==> src/rtl/onehot_encoder_pipe_if.sv <==
// Handshake bundle for onehot_encoder_pipe: input beat channel plus registered result channel.
interface onehot_encoder_pipe_if #(
  parameter int N = 8
);
  localparam int W = (N > 2) ? $clog2(N) : 1;

  logic         in_valid;
  logic         in_ready;
  logic [N-1:0] in_vec;
  logic         out_valid;
  logic         out_ready;
  logic [W-1:0] out_idx;
  logic         out_err;

  modport slave (
    input  in_valid, in_vec, out_ready,
    output in_ready, out_valid, out_idx, out_err
  );

  modport master (
    output in_valid, in_vec, out_ready,
    input  in_ready, out_valid, out_idx, out_err
  );
endinterface

==> src/rtl/onehot_encoder_pipe.sv <==
// One-hot / priority encoder behind a single registered stage, 1-cycle latency, full throughput.
// Optional saturating error-beat counter enabled by macro ONEHOT_ENC_ERR_CNT_EN.
module onehot_encoder_pipe #(
  parameter int N    = 8,
  parameter int MODE = 0
) (
  input  logic                   clk,
  input  logic                   rst_n,
`ifdef ONEHOT_ENC_ERR_CNT_EN
  input  logic                   err_clr,
  output logic [15:0]            err_cnt,
`endif
  onehot_encoder_pipe_if.slave   bus
);
  localparam int W = (N > 2) ? $clog2(N) : 1;

  logic         out_valid_q;
  logic [W-1:0] out_idx_q;
  logic         out_err_q;
  logic [W-1:0] low_idx;
  logic [W-1:0] enc_idx;
  logic         enc_err;
  logic         any_set;
  logic         multi_set;
  logic         accept;
  logic         pop;

  assign bus.in_ready  = !out_valid_q || bus.out_ready;
  assign bus.out_valid = out_valid_q;
  assign bus.out_idx   = out_idx_q;
  assign bus.out_err   = out_err_q;

  assign accept = bus.in_valid && bus.in_ready;
  assign pop    = out_valid_q && bus.out_ready;

  // Scanning downward leaves the lowest set position; never exceeds N-1.
  always_comb begin
    low_idx = '0;
    for (int i = N - 1; i >= 0; i--) begin
      if (bus.in_vec[i]) low_idx = W'(i);
    end
  end

  assign any_set   = |bus.in_vec;
  assign multi_set = |(bus.in_vec & (bus.in_vec - N'(1)));

  always_comb begin
    enc_idx = '0;
    enc_err = 1'b0;
    if (MODE == 1) begin
      enc_err = !any_set;
      enc_idx = low_idx;
    end else begin
      enc_err = !any_set || multi_set;
      enc_idx = enc_err ? '0 : low_idx;
    end
  end

  always_ff @(posedge clk or negedge rst_n) begin
    if (!rst_n) begin
      out_valid_q <= 1'b0;
      out_idx_q   <= '0;
      out_err_q   <= 1'b0;
    end else if (accept) begin
      out_valid_q <= 1'b1;
      out_idx_q   <= enc_idx;
      out_err_q   <= enc_err;
    end else if (pop) begin
      out_valid_q <= 1'b0;
    end
  end

`ifdef ONEHOT_ENC_ERR_CNT_EN
  logic [15:0] err_cnt_q;

  assign err_cnt = err_cnt_q;

  // Clear wins over a same-cycle error beat.
  always_ff @(posedge clk or negedge rst_n) begin
    if (!rst_n) begin
      err_cnt_q <= '0;
    end else if (err_clr) begin
      err_cnt_q <= '0;
    end else if (accept && enc_err && (err_cnt_q != 16'hFFFF)) begin
      err_cnt_q <= err_cnt_q + 16'd1;
    end
  end
`endif
endmodule
==> src/flat_wrapper.sv <==
// flat-port wrapper written by rule: the top's interface ports become plain ports
module onehot_encoder_pipe_flat 
#(
  parameter int N    = 8,
  parameter int MODE = 0
)
  (clk, rst_n, bus_in_valid, bus_in_vec, bus_out_ready, bus_in_ready, bus_out_valid, bus_out_idx, bus_out_err);
  onehot_encoder_pipe_if #(.N(N)) bus_i ();
  input  logic clk;
  input  logic rst_n;
  input wire logic [$bits(bus_i.in_valid)-1:0] bus_in_valid;
  input wire logic [$bits(bus_i.in_vec)-1:0] bus_in_vec;
  input wire logic [$bits(bus_i.out_ready)-1:0] bus_out_ready;
  output wire logic [$bits(bus_i.in_ready)-1:0] bus_in_ready;
  output wire logic [$bits(bus_i.out_valid)-1:0] bus_out_valid;
  output wire logic [$bits(bus_i.out_idx)-1:0] bus_out_idx;
  output wire logic [$bits(bus_i.out_err)-1:0] bus_out_err;
  assign bus_i.in_valid = bus_in_valid;
  assign bus_i.in_vec = bus_in_vec;
  assign bus_i.out_ready = bus_out_ready;
  assign bus_in_ready = bus_i.in_ready;
  assign bus_out_valid = bus_i.out_valid;
  assign bus_out_idx = bus_i.out_idx;
  assign bus_out_err = bus_i.out_err;
  onehot_encoder_pipe #(.N(N), .MODE(MODE)) u_core (.clk(clk), .rst_n(rst_n), .bus(bus_i));
endmodule
==> config.mk <==
export PLATFORM = sky130hd
export DESIGN_NAME = onehot_encoder_pipe_flat
export DESIGN_NICKNAME = d
export VERILOG_FILES = /design/src/rtl/onehot_encoder_pipe_if.sv /design/src/rtl/onehot_encoder_pipe.sv /design/src/flat_wrapper.sv
export SDC_FILE = /design/constraint.sdc
export NUM_CORES = 1
export LEC_CHECK = 0
export ABC_AREA = 1
export CORE_AREA = 2 2 39 41
export DETAILED_ROUTE_END_ITERATION = 8
export DIE_AREA = 0 0 41 43
export GPL_ROUTABILITY_DRIVEN = 1
export PLACE_DENSITY = 0.61
export SKIP_CTS_REPAIR_TIMING = 1
export SYNTH_ARGS = -nofsm -noshare
export SYNTH_HDL_FRONTEND = slang
export SYNTH_SLANG_ARGS = --single-unit
==> constraint.sdc <==
create_clock -name clk -period 1.05 [get_ports clk]
set_input_delay 0.21 -clock clk [delete_from_list [all_inputs] [get_ports clk]]
set_output_delay 0.21 -clock clk [all_outputs]
set_load 0.01 [all_outputs]
==> results.py, run 1 <==
metrics = {
    "run_status": {
        "status": "complete, no violations",
    },
    "timing": {
        "setup_viol": 0,
        "drv_slew": 0,
        "finalCritPeriodShare": 0.9858,
        "fmax_mhz": 966.1,
        "rsz0062_at_grt": "yes",
        "slew_headroom": 0.8500,
        "final.min_clock_period_ns": 1.035,
        "worst_slew_pin_slew_ns": 0.2243,
        "finalHoldViolCount": 0,
        "finalClockSkew_ns": 0.001350,
    },
    "drt": {
        "drc": 0,
        "drt_iter0_markers": 1,
        "antenna_left": 0,
        "viasPerCell": 4.271,
        "drt-total-wl_um": 937,
        "routedWlPerCell_um": 8.757,
        "dr.pass1.iters": 2,
        "via_count": 457,
    },
    "grt": {
        "grt_pass1_wl_mm": 1.317,
        "antenna_found_initial": 0,
        "grt_use_total": 0.1158,
        "grt-ovfl-total": 0,
        "grt_start_max_net_pins": 6,
        "grt_pass1_vias": 388,
    },
    "yosys": {
        "ys_top_cells_by_area": "dfrtp_1, nand2_1, inv_1",
        "syn_avg_cell_area_um2": 5.989,
        "netlist_area_um2": 365.4,
        "synth_seq_cells": 5,
        "synth_top_area_cell": "dfrtp_1",
        "synth_warnings": 0,
        "synth_top_area_share": 0.3425,
        "syn_inst": 61,
        "yosysSeqAreaShare": 0.3425,
        "postSynthNetCount": 73,
        "ys_types": 12,
    },
    "setup_path": {
        "cpPeakStageDelay_ns": 0.37,
        "worstSetupStartpointType": "flop",
        "slowest_stage": "dfrtp_1",
        "worstSetupPathType": "flop to output port",
        "worstPathMaxFanout": 2,
        "path_buf_inv": 1,
        "worstPathRequired_ns": 0.84,
        "endpoint_kind": "output port",
        "crit_family": "flip-flops",
        "path_cells": "nand2_2, clkbuf_2",
        "worst_ep_arrival_time_ns": 0.83,
    },
    "final_layout": {
        "post-route-cell-area_um2": 732.0,
        "syn2layout_area_growth_pct": 100.3,
        "drive_gt1_frac": 0.2967,
        "final_cell_mix": "nand2_1, dlymetal6s2s_1, inv_1, buf_4, dfrtp_1",
        "nets": 104,
        "diodes": 0,
        "final_common_cell": "nand2_1",
        "postLayoutCoreUtil": 0.5289,
    },
    "die": {
        "die_h_um": 43,
        "initial_core_util": 0.2640,
        "die_w_um": 41,
        "core_um2": 1384,
        "die-area_um2": 1763,
        "rows": 14,
        "ios": 18,
    },
    "cts": {
        "cts.sinks": 5,
        "clk_pin_slew_worst_paths_ns": 0.04,
        "htreeDepth": 1,
        "cts_buffer_depth": 2,
        "cts_tree": "yes",
        "numCtsBuffers": 3,
        "insertion_delay_ns": 0.24,
        "cts-root-buf": "clkbuf_4",
    },
    "pwr": {
        "power.density_nw_per_um2": 820.3,
        "peakVddDrop_mv": 0.3152,
        "power.total_uw": 600.4,
        "p_leak_nw": 0.4949,
    },
    "place": {
        "dp_hpwl_um": 696.1,
        "io_buffers": 17,
        "gp_congestion": 0.6681,
        "place_area_um2": 628.1,
    },
    "min_path": {
        "min-delay-path-class": "input pin to asynchronous set/reset pin",
    },
    "job": {
        "drv_cap": 0,
    },
}
per-layer routing:
layer	vias to the layer above	wire, um	global-route usage
met5	-	0	0
met4	0	28	0.1200
met3	4	77	0.01571
met2	21	499	0.1844
met1	192	332	0.1136
li1	240	-	-
worst paths after layout:
kind                                              startpoint                                 to  slack, ns  depth (start not counted)
setup reg to reg            u_core.bus.out_valid$_DFFE_PN0P_     u_core.bus.out_err$_DFFE_PN0P_       0.05                          7
hold reg to reg            u_core.bus.out_idx[0]$_DFFE_PN0P_  u_core.bus.out_idx[0]$_DFFE_PN0P_       0.55                          3
setup / recovery            u_core.bus.out_valid$_DFFE_PN0P_                       bus_in_ready       0.01                          2
max in group asynchronous                              rst_n  u_core.bus.out_idx[0]$_DFFE_PN0P_       0.68                          1
min in group clk                               bus_in_vec[0]  u_core.bus.out_idx[0]$_DFFE_PN0P_       0.35                          4
hold / removal                                         rst_n  u_core.bus.out_idx[2]$_DFFE_PN0P_       0.19                          1
report_power, final:
group | leakage [nW] | switching, mW | internal (mW)
combinational | 0.418 | 0.0860 | 0.0892
clock | 0.0150 | 0.0792 | 0.144
sequential | 0.0622 | 0.00298 | 0.199
total | 0.495 | 0.168 | 0.432
cells in the mapped netlist:
| cell | count |
|---|---|
| o21ai_2 | 1 |
| o21bai_1 | 1 |
| inv_1 | 12 |
| o21ai_1 | 1 |
| inv_2 | 1 |
| dfrtp_1 | 5 |
| o21ai_0 | 1 |
| nor2_1 | 3 |
| a21oi_1 | 3 |
| nand2_2 | 1 |
| nor2_2 | 5 |
| nand2_1 | 27 |
stage by stage:
step | worst slack (ns) | std cells | TNS (ns) | hold slack (ns)
after floorplan | 0.0003797 | 61 | 0 | -0.08559
after global placement | -0.4451 | 103 | -2.264 | 0.4498
after detailed placement | -0.4604 | 103 | -2.416 | 0.4513
after CTS | -0.4627 | 107 | -2.594 | 0.1955
after global routing | -0.03785 | 107 | -0.08602 | 0.2096
final | 0.01488 | 107 | 0 | 0.1853
area by class of cell:
class | instances | area (um^2)
sequential | 5 | 125.1
timing repair buffer | 26 | 271.5
fill | 152 | 651.9
tap | 16 | 20.02
multi-input combinational | 43 | 237.7
inverter | 13 | 51.30
clock buffer | 4 | 26.28
logic make-up after synthesis:
logic type      count (synthesis)  synth area share
flops                           5            0.3425
compound gates                  7            0.1130
buf+inv                        13            0.1335
simple gates                   36            0.4110
registers in the layout, summed over array words and instances, names as in the netlist:
register	cells
u_core.bus.out_idx	3
u_core.bus.out_valid	1
u_core.bus.out_err	1
Power figures use the tool's default switching activity.
==> run 2: changes to the inputs <==
--- a/config.mk
+++ b/config.mk
@@ -6,11 +6,13 @@
 export NUM_CORES = 1
 export LEC_CHECK = 0
 export ABC_AREA = 1
-export CORE_AREA = 2 2 39 41
+export CELL_PAD_IN_SITES_DETAIL_PLACEMENT = 0
+export CELL_PAD_IN_SITES_GLOBAL_PLACEMENT = 1
+export CORE_MARGIN = 1.5
+export CORE_UTILIZATION = 24
 export DETAILED_ROUTE_END_ITERATION = 8
-export DIE_AREA = 0 0 41 43
 export GPL_ROUTABILITY_DRIVEN = 1
-export PLACE_DENSITY = 0.61
+export PLACE_DENSITY = 0.77
 export SKIP_CTS_REPAIR_TIMING = 1
 export SYNTH_ARGS = -nofsm -noshare
 export SYNTH_HDL_FRONTEND = slang
==> run 2 against run 1 <==
  * The run now ends with negative setup slack left
  * Maximum frequency shrank 1.8%
  * Power down 1.3%
  * Global-route usage decreased by 0.073 points
  * Critical path depth stayed put
  * First-iteration DRC count grew to 3.0 times the previous value
  * Highest routed layer unchanged
==> results.py, run 2 (synthesis results as in run 1) <==
metrics = {
    "timing": {
        "finalClockSkew_ns": 0.001373,
        "setup_viol": 1,
        "drv_slew": 0,
        "rsz0062_at_grt": "yes",
        "finalCritPeriodShare": 1.004,
        "fmax_mhz": 948.8,
        "worst_slack_ns": -0.003915,
        "finalHoldViolCount": 0,
        "worst_slew_pin_slew_ns": 0.2234,
        "slew_headroom": 0.8506,
        "timing.hold.ws_ns": 0.1821,
        "final.min_clock_period_ns": 1.054,
    },
    "setup_path": {
        "slowest_stage": "dfrtp_1",
        "crit_family": "flip-flops",
        "path_buf_inv": 1,
        "regToRegSetupSlack_ns": 0.04,
        "worstPathMaxFanout": 2,
        "worstSetupStartpointType": "flop",
        "cpPeakStageDelay_ns": 0.38,
        "reg2reg_depth": 7,
        "endpoint_kind": "output port",
        "worstSetupPathType": "flop to output port",
        "worstPathRequired_ns": 0.84,
        "worst_ep_arrival_time_ns": 0.84,
        "r2r_start": "u_core.bus.out_valid$_DFFE_PN0P_",
        "path_cells": "nand2_2, buf_2",
        "r2r-end": "u_core.bus.out_err$_DFFE_PN0P_",
    },
    "drt": {
        "viasPerCell": 3.990,
        "drt-total-wl_um": 907,
        "drc": 0,
        "via_count": 411,
        "drt_iter0_markers": 3,
        "routedWlPerCell_um": 8.806,
        "dr.pass1.iters": 3,
        "antenna_left": 0,
    },
    "cts": {
        "htreeDepth": 1,
        "cts-root-buf": "clkbuf_4",
        "cts.sinks": 5,
        "cts_buffer_depth": 2,
        "clk_pin_slew_worst_paths_ns": 0.04,
        "numCtsBuffers": 3,
        "cts_tree": "yes",
        "insertion_delay_ns": 0.25,
    },
    "grt": {
        "met2_usage": 0.1688,
        "grt-ovfl-total": 0,
        "grt_use_total": 0.1151,
        "grt_use_met1": 0.1425,
        "grt_pass1_vias": 405,
        "grt_pass1_wl_mm": 1.531,
        "top_usage_layer": "met2",
        "grt_start_max_net_pins": 6,
        "use_met3": 0.05172,
        "antenna_found_initial": 0,
    },
    "job": {
        "drv_cap": 0,
    },
    "pwr": {
        "pwr-share-comb": 0.276,
        "p_int_uw": 426.7,
        "p_switching_uw": 165.7,
        "pwr-share-clk": 0.381,
        "power_frac_seq": 0.343,
        "peakVddDrop_mv": 0.6040,
        "p_leak_nw": 0.4661,
        "swShare": 0.2797,
        "power.density_nw_per_um2": 870.4,
    },
    "final_layout": {
        "final_common_cell": "nand2_1",
        "regArea_um2": 125.1,
        "n_fill_cell": 135,
        "final_cell_mix": "nand2_1, dlymetal6s2s_1, inv_1, buf_4, dfrtp_1",
        "nets": 101,
        "diodes": 0,
        "syn2layout_area_growth_pct": 86.30,
        "largest_register_ffs": 3,
        "postLayoutCoreUtil": 0.4982,
        "multi_input_area_um2": 217.7,
        "drive_gt1_frac": 0.2727,
        "post-route-cell-area_um2": 680.7,
    },
    "die": {
        "rows": 13,
        "die_h_um": 42.02,
        "die-area_um2": 1765,
        "initial_core_util": 0.2674,
        "ios": 18,
        "die_w_um": 42.02,
        "core_um2": 1366,
    },
    "place": {
        "io_buffers": 17,
        "dp_hpwl_um": 689.1,
        "gp_congestion": 0.7476,
        "place_area_um2": 596.8,
    },
    "min_path": {
        "min-delay-path-class": "input pin to asynchronous set/reset pin",
    },
    "run_status": {
        "violations": "negative setup slack",
        "status": "finished, violations left",
    },
}
[run 2: changes by cell type in the layout (fill, tap and decap cells not counted)]
cell / delta
buf_2: +1
buf_4: -3
dlymetal6s2s_1: -1
nand2_1: +1
nand2_2: -1
nor2_2: +2
nor2_4: -2
o21ai_2: +1
o21ai_4: -1
[run 2: layout make-up]
| cell class | count | area share |
|---|---|---|
| well taps | 15 | 0.02757 |
| repair buffers | 23 | 0.3548 |
| flip-flops and latches | 5 | 0.1838 |
| inverters | 13 | 0.07537 |
| clock buffers | 4 | 0.03860 |
| multi-input cells | 43 | 0.3199 |
[run 2: per-stage QoR]
| step | setup slack, ns | power, mW | cells | TNS (ns) |
|---|---|---|---|---|
| 6_report | -0.003915 | 0.5925 | 103 | -0.003915 |
| 5_1_grt | -0.05770 | 0.6475 | 103 | -0.1708 |
| 4_1_cts | -0.4617 | 0.5959 | 102 | -2.581 |
| 3_5_place_dp | -0.4597 | 0.3614 | 98 | -2.361 |
| 3_3_place_gp | -0.4532 | 0.3612 | 98 | -2.393 |
| 2_1_floorplan | 0.0003797 | 0.2679 | 61 | 0 |
[run 2: worst register-to-register path: cells and delay by family (launching register included)]
kind	cells	cell delay, ns
compound gates	2	0.17
flops	1	0.38
simple gates	2	0.14
buf+inv	3	0.21
[run 2: worst max-delay path by stage]
stage	from	end	slack [ns]	cells past startpoint
floorplan	u_core.bus.out_valid$_DFFE_PN0P_	u_core.bus.out_err$_DFFE_PN0P_	0.0004	6
detailed placement	bus_out_ready	bus_in_ready	-0.46	4
finish	u_core.bus.out_valid$_DFFE_PN0P_	bus_in_ready	-0.004	2
global route	u_core.bus.out_valid$_DFFE_PN0P_	u_core.bus.out_err$_DFFE_PN0P_	-0.06	7
global placement	bus_out_ready	bus_in_ready	-0.45	4
CTS	bus_out_ready	bus_in_ready	-0.46	4
[run 2: power by group through the flow]
| stage | Combinational (mW) | Clock (mW) | Sequential, mW |
|---|---|---|---|
| floorplan | 0.0593 | 0 | 0.209 |
| global placement | 0.156 | 0 | 0.206 |
| detailed placement | 0.156 | 0 | 0.206 |
| global route | 0.184 | 0.260 | 0.203 |
| CTS | 0.157 | 0.236 | 0.203 |
| finish | 0.164 | 0.226 | 0.203 |
[run 2: layer usage]
metal,vias up,wire length (um)
li1,231,-
met5,-,0
met4,0,8
met3,2,38
met1,172,403
met2,6,456
==> run 3: changes to the inputs <==
--- a/config.mk
+++ b/config.mk
@@ -8,11 +8,13 @@
 export ABC_AREA = 1
 export CELL_PAD_IN_SITES_DETAIL_PLACEMENT = 0
 export CELL_PAD_IN_SITES_GLOBAL_PLACEMENT = 1
-export CORE_MARGIN = 1.5
-export CORE_UTILIZATION = 24
+export CORE_AREA = 2 2 39 41
+export CTS_BUF_LIST = sky130_fd_sc_hd__clkbuf_8
 export DETAILED_ROUTE_END_ITERATION = 8
+export DIE_AREA = 0 0 41 43
+export DONT_BUFFER_PORTS = 1
 export GPL_ROUTABILITY_DRIVEN = 1
-export PLACE_DENSITY = 0.77
+export PLACE_DENSITY = 0.6
 export SKIP_CTS_REPAIR_TIMING = 1
 export SYNTH_ARGS = -nofsm -noshare
 export SYNTH_HDL_FRONTEND = slang
==> run 3 against run 2 <==
  * The run now ends clean
  * Sequential power is essentially flat
  * Via count decreased by 14%
  * Non-clock buffer count is 19 lower
  * Largest power group unchanged
  * Highest routed layer unchanged
==> results.py, run 3 (synthesis results as in run 1) <==
metrics = {
    "run_status": {
        "status": "complete, no violations",
    },
    "setup_path": {
        "worst_ep_arrival_time_ns": 0.79,
        "crit_family": "flip-flops",
        "slowest_stage": "dfrtp_1",
        "crit_cells": 2,
        "cpPeakStageDelay_ns": 0.38,
        "worstSetupPathType": "flop to output port",
        "r2r_start": "u_core.bus.out_valid$_DFFE_PN0P_",
        "worstPathRequired_ns": 0.84,
        "path_cells": "nand2_2, buf_4",
        "worstSetupStartpointType": "flop",
        "crit_end": "bus_in_ready",
        "regToRegSetupSlack_ns": 0.14,
        "crit_start": "u_core.bus.out_valid$_DFFE_PN0P_",
        "worstPathMaxFanout": 2,
        "path_buf_inv": 1,
        "endpoint_kind": "output port",
        "reg2reg_depth": 7,
        "r2r-end": "u_core.bus.out_idx[0]$_DFFE_PN0P_",
    },
    "die": {
        "die_w_um": 41,
        "die_h_um": 43,
        "initial_core_util": 0.2640,
        "ios": 18,
        "rows": 14,
        "die-area_um2": 1763,
        "core_um2": 1384,
    },
    "pwr": {
        "peakVddDrop_mv": 0.5356,
        "p_leak_nw": 0.2608,
        "power.density_nw_per_um2": 1365,
    },
    "final_layout": {
        "final_cell_mix": "nand2_1, inv_1, nor2_2, dfrtp_1",
        "postLayoutCoreUtil": 0.3409,
        "nets": 82,
        "largest_register_ffs": 3,
        "syn2layout_area_growth_pct": 29.11,
        "n_fill_cell": 154,
        "diodes": 0,
        "drive_gt1_frac": 0.2609,
        "final_common_cell": "nand2_1",
    },
    "cts": {
        "cts-root-buf": "clkbuf_8",
        "htreeDepth": 1,
        "cts.sinks": 5,
        "clk_pin_slew_worst_paths_ns": 0.03,
        "cts_buffer_depth": 2,
        "cts_tree": "yes",
        "numCtsBuffers": 3,
        "insertion_delay_ns": 0.22,
    },
    "place": {
        "gp_congestion": 0.7073,
        "dp_hpwl_um": 610.3,
        "io_buffers": 0,
        "post-place-ws_ns": 0.05772,
    },
    "drt": {
        "routedWlPerCell_um": 8.824,
        "viasPerCell": 4.176,
        "drt-total-wl_um": 750,
        "antenna_left": 0,
        "drt_iter0_markers": 2,
        "drc": 0,
        "dr.pass1.iters": 4,
        "via_count": 355,
    },
    "grt": {
        "grt_pass1_vias": 325,
        "grt-ovfl-total": 0,
        "use_met3": 0.04712,
        "grt_start_max_net_pins": 6,
        "grt_pass1_wl_mm": 1.193,
        "antenna_found_initial": 0,
        "grt_use_total": 0.1026,
        "met2_usage": 0.1469,
        "top_usage_layer": "met2",
        "grt_use_met1": 0.1197,
    },
    "timing": {
        "rsz0062_at_grt": "no",
        "slew_headroom": 0.8390,
        "worst_slew_pin_slew_ns": 0.2408,
        "tns_ns": 0,
        "drv_slew": 0,
        "finalCritPeriodShare": 0.9536,
        "final.min_clock_period_ns": 1.001,
        "finalHoldViolCount": 0,
        "setup_viol": 0,
        "worst_slack_ns": 0.04874,
        "timing.hold.ws_ns": 0.1531,
        "finalClockSkew_ns": 0.0001291,
        "fmax_mhz": 998.7,
    },
    "min_path": {
        "min-delay-path-class": "input pin to flop",
    },
    "job": {
        "drv_cap": 0,
    },
}
run 3: changes by cell type in the layout (fill, tap and decap cells not counted), moves of 2 or more:
cell and delta:
clkbuf_8 +3, clkbuf_4 -3, nor2_4 -2, buf_4 -2, clkdlybuf4s50_1 -2, dlymetal6s2s_1 -13
run 3: where the power goes:
group	leakage (nW)	internal [mW]	total, mW	switching [mW]
clock network	0.0269	0.250	0.345	0.0942
registers	0.0622	0.200	0.204	0.00464
logic	0.172	0.0404	0.0946	0.0542
total	0.261	0.491	0.644	0.153
run 3: worst reg2reg max path: stages, from the launching register on:
cell     delay (ns)
dfrtp_1        0.38
nand2_2        0.07
nand2_2        0.05
inv_2          0.07
o21ai_2        0.06
nor2_2         0.10
nand2_1        0.06
nand2_1        0.05
run 3: stage by stage:
stage               power, mW  instance area, um^2  cells
floorplan              0.2679                370.4     61
global placement       0.2936                412.9     80
detailed placement     0.2938                412.9     80
CTS                    0.6432                457.9     84
global route           0.6786                471.7     85
finish                 0.6438                471.7     85
run 3: routing by layer:
metal  vias up  share of wire
met4         0          0.025
li1        195              -
met2        17           0.48
met1       141           0.42
met3         2          0.077
met5         -              0
run 3: cell type report:
| type | count | area [um^2] | share of cell area |
|---|---|---|---|
| multi-input combinational | 43 | 200.2 | 0.4244 |
| sequential | 5 | 125.1 | 0.2653 |
| inverter | 13 | 48.80 | 0.1034 |
| clock buffer | 3 | 41.29 | 0.08753 |
| timing repair buffer | 4 | 32.53 | 0.06897 |
| tap | 16 | 20.02 | 0.04244 |
| clock inverter | 1 | 3.754 | 0.007958 |
run 3: how the worst min path moves through the flow:
stage | start | endpoint | slack (ns) | depth (start not counted)
after global routing | bus_in_vec[0] | u_core.bus.out_idx[0]$_DFFE_PN0P_ | 0.17 | 3
final | bus_in_vec[0] | u_core.bus.out_idx[0]$_DFFE_PN0P_ | 0.15 | 3
after CTS | rst_n | u_core.bus.out_valid$_DFFE_PN0P_ | -0.32 | 0
after global placement | rst_n | u_core.bus.out_err$_DFFE_PN0P_ | -0.09 | 0
after floorplan | rst_n | u_core.bus.out_err$_DFFE_PN0P_ | -0.09 | 0
after detailed placement | rst_n | u_core.bus.out_err$_DFFE_PN0P_ | -0.09 | 0
